[src/rtl/alu_pkg.sv]
// Shared definitions for the alu_4bit slice: default datapath width and opcode map.
package alu_pkg;

   localparam int ALU_WIDTH = 4;

   typedef enum logic [2:0] {
      OP_ADD = 3'd0,
      OP_SUB = 3'd1,
      OP_AND = 3'd2,
      OP_OR  = 3'd3,
      OP_XOR = 3'd4,
      OP_NOT = 3'd5,
      OP_SHL = 3'd6,
      OP_SHR = 3'd7
   } alu_op_e;

endpackage

[src/rtl/alu_core.sv]
// Combinational opcode decode and compute for alu_4bit; yields next Y, Cout and,
// when ALU_OVF_EN is defined, the signed-overflow flag V.
module alu_core
   import alu_pkg::*;
#(
   parameter int WIDTH = ALU_WIDTH
) (
   input  logic [WIDTH-1:0] a,
   input  logic [WIDTH-1:0] b,
   input  logic [2:0]       op,
   output logic [WIDTH-1:0] y,
   output logic             cout
`ifdef ALU_OVF_EN
   ,
   output logic             v
`endif
);

   logic [WIDTH:0] sum;

   always_comb begin
      sum  = '0;
      y    = '0;
      cout = 1'b0;
      case (alu_op_e'(op))
         OP_ADD: begin
            sum  = {1'b0, a} + {1'b0, b};
            y    = sum[WIDTH-1:0];
            cout = sum[WIDTH];
         end
         // Cout is the true carry of A + ~B + 1, so it reads 1 when no borrow occurs.
         OP_SUB: begin
            sum  = {1'b0, a} + {1'b0, ~b} + (WIDTH+1)'(1);
            y    = sum[WIDTH-1:0];
            cout = sum[WIDTH];
         end
         OP_AND: y = a & b;
         OP_OR:  y = a | b;
         OP_XOR: y = a ^ b;
         OP_NOT: y = ~a;
         OP_SHL: begin
            y    = {a[WIDTH-2:0], 1'b0};
            cout = a[WIDTH-1];
         end
         OP_SHR: begin
            y    = {1'b0, a[WIDTH-1:1]};
            cout = a[0];
         end
         default: y = '0;
      endcase
   end

`ifdef ALU_OVF_EN
   always_comb begin
      v = 1'b0;
      case (alu_op_e'(op))
         OP_ADD:  v = (a[WIDTH-1] == b[WIDTH-1]) && (y[WIDTH-1] != a[WIDTH-1]);
         OP_SUB:  v = (a[WIDTH-1] != b[WIDTH-1]) && (y[WIDTH-1] != a[WIDTH-1]);
         default: v = 1'b0;
      endcase
   end
`endif

endmodule

[src/rtl/alu_4bit.sv]
// Registered 4-bit ALU: one-cycle latency execute stage with carry and zero flags.
// Optional signed-overflow output V is built only when ALU_OVF_EN is defined.
module alu_4bit
   import alu_pkg::*;
#(
   parameter int WIDTH = ALU_WIDTH
) (
   input  logic             clk,
   input  logic             rst_n,
   input  logic             in_valid,
   input  logic [WIDTH-1:0] A,
   input  logic [WIDTH-1:0] B,
   input  logic [2:0]       op,
   output logic             out_valid,
   output logic [WIDTH-1:0] Y,
   output logic             Cout,
   output logic             Zero
`ifdef ALU_OVF_EN
   ,
   output logic             V
`endif
);

   // Handshake: in_valid qualifies A/B/op at each rising edge; out_valid is high for
   // exactly the cycle after each accepted edge. No ready exists, so issue may occur
   // every cycle and results are never stalled.

   logic [WIDTH-1:0] y_n;
   logic             cout_n;
`ifdef ALU_OVF_EN
   logic             v_n;
`endif

   alu_core #(.WIDTH(WIDTH)) u_core (
      .a    (A),
      .b    (B),
      .op   (op),
      .y    (y_n),
      .cout (cout_n)
`ifdef ALU_OVF_EN
      ,
      .v    (v_n)
`endif
   );

   // Zero is registered alongside Y because it must read 0 in reset while Y is also 0.
   always_ff @(posedge clk or negedge rst_n) begin
      if (!rst_n) begin
         out_valid <= 1'b0;
         Y         <= '0;
         Cout      <= 1'b0;
         Zero      <= 1'b0;
`ifdef ALU_OVF_EN
         V         <= 1'b0;
`endif
      end else begin
         out_valid <= in_valid;
         if (in_valid) begin
            Y    <= y_n;
            Cout <= cout_n;
            Zero <= (y_n == '0);
`ifdef ALU_OVF_EN
            V    <= v_n;
`endif
         end
      end
   end

endmodule

[config.mk]
export PLATFORM = sky130hd
export DESIGN_NAME = alu_4bit
export DESIGN_NICKNAME = d
export VERILOG_FILES = /design/src/rtl/alu_pkg.sv /design/src/rtl/alu_core.sv /design/src/rtl/alu_4bit.sv
export SDC_FILE = /design/constraint.sdc
export NUM_CORES = 1
export LEC_CHECK = 0
export CAP_MARGIN = 25
export CORE_UTILIZATION = 45
export CTS_BUF_LIST = sky130_fd_sc_hd__clkbuf_8
export CTS_CLUSTER_DIAMETER = 80
export DETAILED_ROUTE_END_ITERATION = 10
export DONT_BUFFER_PORTS = 1
export GPL_TIMING_DRIVEN = 0
export SYNTH_ARGS = -nofsm -noshare
export SYNTH_HDL_FRONTEND = slang
export SYNTH_SLANG_ARGS = --single-unit
[constraint.sdc]
create_clock -name clk -period 0.8 [get_ports clk]
set_input_delay 0.12 -clock clk [delete_from_list [all_inputs] [get_ports clk]]
set_output_delay 0.12 -clock clk [all_outputs]
set_load 0.01 [all_outputs]
# After elaboration in Yosys (flattened, before gate mapping)
# Index checks and enable logic that the tools add are counted.
[totals]
ff_bits = 7
in_bits = 14
elab_cells = 23
[op_classes]
n_reduce_logical = 2
addsub = 3
n_bitwise = 5
eq_ne = 7
mux = 2
[ops]
columns = ["operator", "count"]
rows = [
  ["one-hot mux 4 bit (8 select lines)", 1],
  ["equality test 3 bit (second input constant)", 4],
  ["adder 4 x 4 -> 5 bit", 2],
  ["NOT 4 bit", 2],
  ["equality test 3 x 2 -> 1 bit (second input constant)", 2],
  ["adder 5 x 1 -> 5 bit (second input constant)", 1],
  ["bitwise AND 4 bit", 1],
  ["logical NOT 4 bit", 1],
  ["OR 4 bit", 1],
  ["one-hot mux 1 bit (4 select lines)", 1],
  ["XOR 4 bit", 1],
  ["equality test 3 x 1 -> 1 bit (second input constant)", 1],
  ["logical NOT 3 bit", 1],
]

# Depth between registers and ports, before layout
[depth]
depth_word = 5
depth_mapped = 9

# Modules after synthesis
# Synthesis repeated with hierarchy kept, for this count alone.
[hier_totals]
hier_cells = 111
area_unflattened_um2 = 978.4
[modules_own_cells]
columns = ["module", "seq_area_each_um2", "instances", "cells_each", "area_each_um2"]
rows = [
  ["alu_core", 0.0, 1, 96, 689.4],
  ["alu_4bit", 175.2, 1, 15, 289.0],
]

# Least setup slack after synthesis
# OpenSTA, ideal clock, no wires.
[synth_path]
path_type = "input port to flip-flop"
start = "input A[0]"
end = "register Zero"
arrival_time_ns = 1.722
path_slack_ns = -1.043
required_ns = 0.680
path_stages = 8
path_cell_list = "inv_1 -> ha_1 -> inv_1 -> fa_1 -> o21ai_0 -> and3_2 -> o311a_2 -> a41o_1"
[synth_via]
elab_chain_cells = 4
elab_cells_between_ends = 9
cone_classes = "add/sub (3); mux (1); bitwise (4); reduce/logical (1)"
[synth_rtl]
columns = ["item", "line", "source"]
rows = [
  ["start: declaration", "alu_4bit.sv:11", "input logic [WIDTH-1:0] A,"],
  ["adder 4 x 4 -> 5 bit", "alu_core.sv:33", "sum = {1'b0, a} + {1'b0, ~b} + (WIDTH+1)'(1);"],
  ["adder 5 x 1 -> 5 bit", "alu_core.sv:33", ""],
  ["one-hot mux 4 bit (8 select lines) *", "alu_core.sv:25", "case (alu_op_e'(op))"],
  ["logical NOT 4 bit *", "alu_4bit.sv:61", "Zero <= (y_n == '0);"],
  ["end signal: assignment", "alu_4bit.sv:61", ""],
  ["end: declaration", "alu_4bit.sv:17", "output logic Zero"],
]
# Every way passes the cells marked *; elsewhere a longest branch is shown, timed or not.
# A chain may end at the register's enable or synchronous reset.

# Final worst setup path
# Same ends and word-level chain as after synthesis.

==> impl_metrics.yaml <==
status:
  outcome: "complete, but fails checks"
  violations: "setup timing"
die:
  io_pins: 21
  core.rowCount: 16
  start_util: 0.4823
  die_w_um: 48.09
  core-area_um2: 1982
  dieArea_um2: 2313
  chipHeight_um: 48.09
global_routing:
  grt_pass1_vias: 722
  overflow: 0
  gr-usage-all-layers: 0.1899
  antenna_found_initial: 0
  grt_max_degree: 11
  grt_pass1_wl_um: 3111
yosys:
  ys.flop_type: "dfrtp_1"
  yosys.cell_types.count: 41
  synthesis.nets: 134
  synth.avg_cell_area_um2: 9.018
  synthMuxAreaShare: 0.03534
  synth_top_family_by_area: "compound AO/OA/AOI/OAI gates"
  synth-simple-area-share: 0.1558
  synth_area_um2: 955.9
  synth-compound-area-share: 0.2579
  synth_cells: 106
  synth_fa_ha_area_frac: 0.1990
  async_reset_ff_frac: 1.000
  ys_warn_count: 0
  ys_ff_latch: 7
  synth_xor_area_frac: 0.02749
  synth_edf_count: 0
  ys_seq_area_frac: 0.1832
place:
  dp_hpwl_um: 1600
  place_ws_ns: -1.003
  place.gp.congestion: 0.7874
  dp_cells: 133
  io_buffers: 0
sta:
  tns_ns: -3.101
  rsz0062_at_grt: "yes"
  maxSlewViolCount: 0
  finClkSkew_ns: 0
  worst_slew_margin_rel: 0.7214
  fmax_mhz: 644.0
  finalWorstSetupSlack_ns: -0.7529
  finalHoldViolCount: 0
  setup_viol: 6
  worst_slew_pin_slew_ns: 0.4168
  min_period_ns: 1.553
  whs_ns: 0.2051
  period_share: 1.941
critical_path:
  r2r_cells: 2
  slowest_stage: "fa_2"
  path_cells: "inv_12 > ha_4 > inv_2 > fa_2 > o21ai_1 > and3_4 > o311a_2 > a41o_1"
  cp_data_arrival_time_ns: 1.66
  rr_startpoint: "Zero"
  r2r_setup_slack_ns: -0.11
  cp_data_required_time_ns: 0.91
  crit_type: "in2reg"
  cpPeakStageDelay_ns: 0.51
  worstReg2RegEnd: "Zero"
  critPathLaunchType: "input port"
  critPathLaunch: "A[0]"
  crit_end: "Zero"
  crit_path_end_kind: "flip-flop"
  crit_fanout: 5
power_and_ir_drop:
  pwr-share-clk: 0.310
  power_density_nw_per_um2: 1225
  p_leak_uw: 0.0005361
  power_frac_comb: 0.394
  ir_drop_uv: 748.7
  switching_share: 0.3091
  p_seq_frac: 0.297
  intPower_uw: 1041
  p_switching_uw: 465.6
cells_and_area:
  post_layout_nonfiller_instances: 145
  final_util: 0.6206
  diodes: 0
  nFillCells: 170
  drive_above_1_share: 0.3814
  area_growth_syn_to_layout_pct: 28.66
  nNetsFinal: 147
clocking:
  cts_made_buffers: 3
  tritoncts: "built"
  clock_sinks: 7
  htree_levels: 1
  cts_root_buf: "clkbuf_8"
  clk_latency_ns: 0.22
  clkTransAtPathRegs_ns: 0.04
  clockBufferDepth: 2
drt:
  firstDrtPassIters: 4
  vias: 794
  wirelength_um: 2142
  remaining_drc_errors: 0
  drtAntennaViolNets: 0
  drt_iter0_drc: 8
  viasPerCell: 5.476
  wl_per_cell_um: 14.77
run:
  max-cap-violations: 0
hold_path:
  hp-class: "in2reg"
synthesized netlist by cell type, types with 3 or more instances:
| cell type | count | share of area |
|---|---|---|
| clkbuf_8 | 5 | 0.072 |
| nand2_1 | 4 | 0.016 |
| inv_1 | 11 | 0.043 |
| dfrtp_1 | 7 | 0.18 |
| nor2_1 | 9 | 0.035 |
| ha_1 | 12 | 0.16 |
| o31ai_1 | 3 | 0.024 |
| o21ai_0 | 3 | 0.016 |
| nor2b_1 | 5 | 0.033 |
| a31oi_1 | 3 | 0.020 |
| nor3_1 | 3 | 0.016 |
| a21oi_1 | 7 | 0.037 |
per-stage QoR:
| step | total power, uW | area, um^2 |
|---|---|---|
| floorplan | 844.3 | 1001 |
| global placement | 915.6 | 1035 |
| detailed placement | 927.9 | 1035 |
| CTS | 1462 | 1159 |
| global route | 1604 | 1230 |
| finish | 1506 | 1230 |
power groups by stage:
stage / logic, uW / clock network (uW) / registers, uW
after global routing: 652 / 497 / 456
after CTS: 534 / 481 / 448
after detailed placement: 476 / 0 / 452
after global placement: 466 / 0 / 450
after floorplan: 400 / 0 / 444
final: 593 / 466 / 447
kinds of logic (layout without fill, tap and decap cells):
| family | after synthesis | after routing |
|---|---|---|
| muxes | 2 | 2 |
| DFF | 7 | 7 |
| buffers and inverters | 19 | 31 |
| xor gates and xnor gates | 3 | 3 |
| adders and majority gates | 14 | 14 |
| and+or+nand+nor | 28 | 28 |
| AOI/OAI and AO/OA | 33 | 33 |
state kept, by name, indices dropped and copies added (netlist names):
register	flops
Zero	1
Cout	1
Y	4
out_valid	1
area by class of cell:
cell class                 count  area [um^2]  share of cell area
tap                           27        33.78             0.02747
timing repair buffer           8        65.06             0.05290
multi-input combinational     80        757.0              0.6155
clock inverter                 1        3.754            0.003052
clock buffer                   3        41.29             0.03357
inverter                      11        56.30             0.04578
sequential                     7        175.2              0.1424
buffer                         8        97.59             0.07935
how the worst min path moves through the flow:
stage,startpoint,to,cells after the start
after floorplan,rst_n,Cout,0
after global placement,rst_n,Cout,0
after detailed placement,rst_n,Y[3],0
after CTS,in_valid,Zero,2
after global routing,in_valid,Zero,2
final,in_valid,Zero,2
critical path: cells and delay by family:
family / cells / cell delay (ns)
buffers and inverters: 2 / 0.06
adders and majority gates: 2 / 0.63
and+or+nand+nor: 1 / 0.18
AOI/OAI and AO/OA: 3 / 0.67
placed cells by master, fill, tap and decap left out, types with 2 or more instances in the layout:
cell type	n
inv_1	8
clkbuf_8	8
nor2_1	8
dfrtp_1	7
ha_1	7
buf_4	6
a21oi_1	5
nor2b_1	5
nand2_1	4
ha_4	4
a31oi_1	3
o31ai_1	3
inv_2	2
o21ai_1	2
a21oi_2	2
nand3_1	2
o22ai_1	2
nor3_1	2
a211oi_2	2
xnor2_1	2
o21ai_0	2
fa_2	2
dlygate4sd3_1	2
routing by layer:
| metal | track usage | vias up | routed length, um | part of all wire |
|---|---|---|---|---|
| met5 | 0 | - | 0 | 0 |
| met4 | 0.05000 | 0 | 17 | 0.0079 |
| met3 | 0.003704 | 2 | 47 | 0.022 |
| met2 | 0.3514 | 17 | 1093 | 0.51 |
| met1 | 0.2417 | 375 | 985 | 0.46 |
| li1 | - | 400 | - | - |
what timing repair did:
item                                    4_1_cts  5_1_grt
buffers inserted                              3        3
hold buffers                                  2        0
resized for setup                            10        9
pin swaps                                    10       13
hold endpoints to repair                      8        0
endpoints found under the setup margin        6        6
Note: power is estimated with default switching activity, not from simulation.
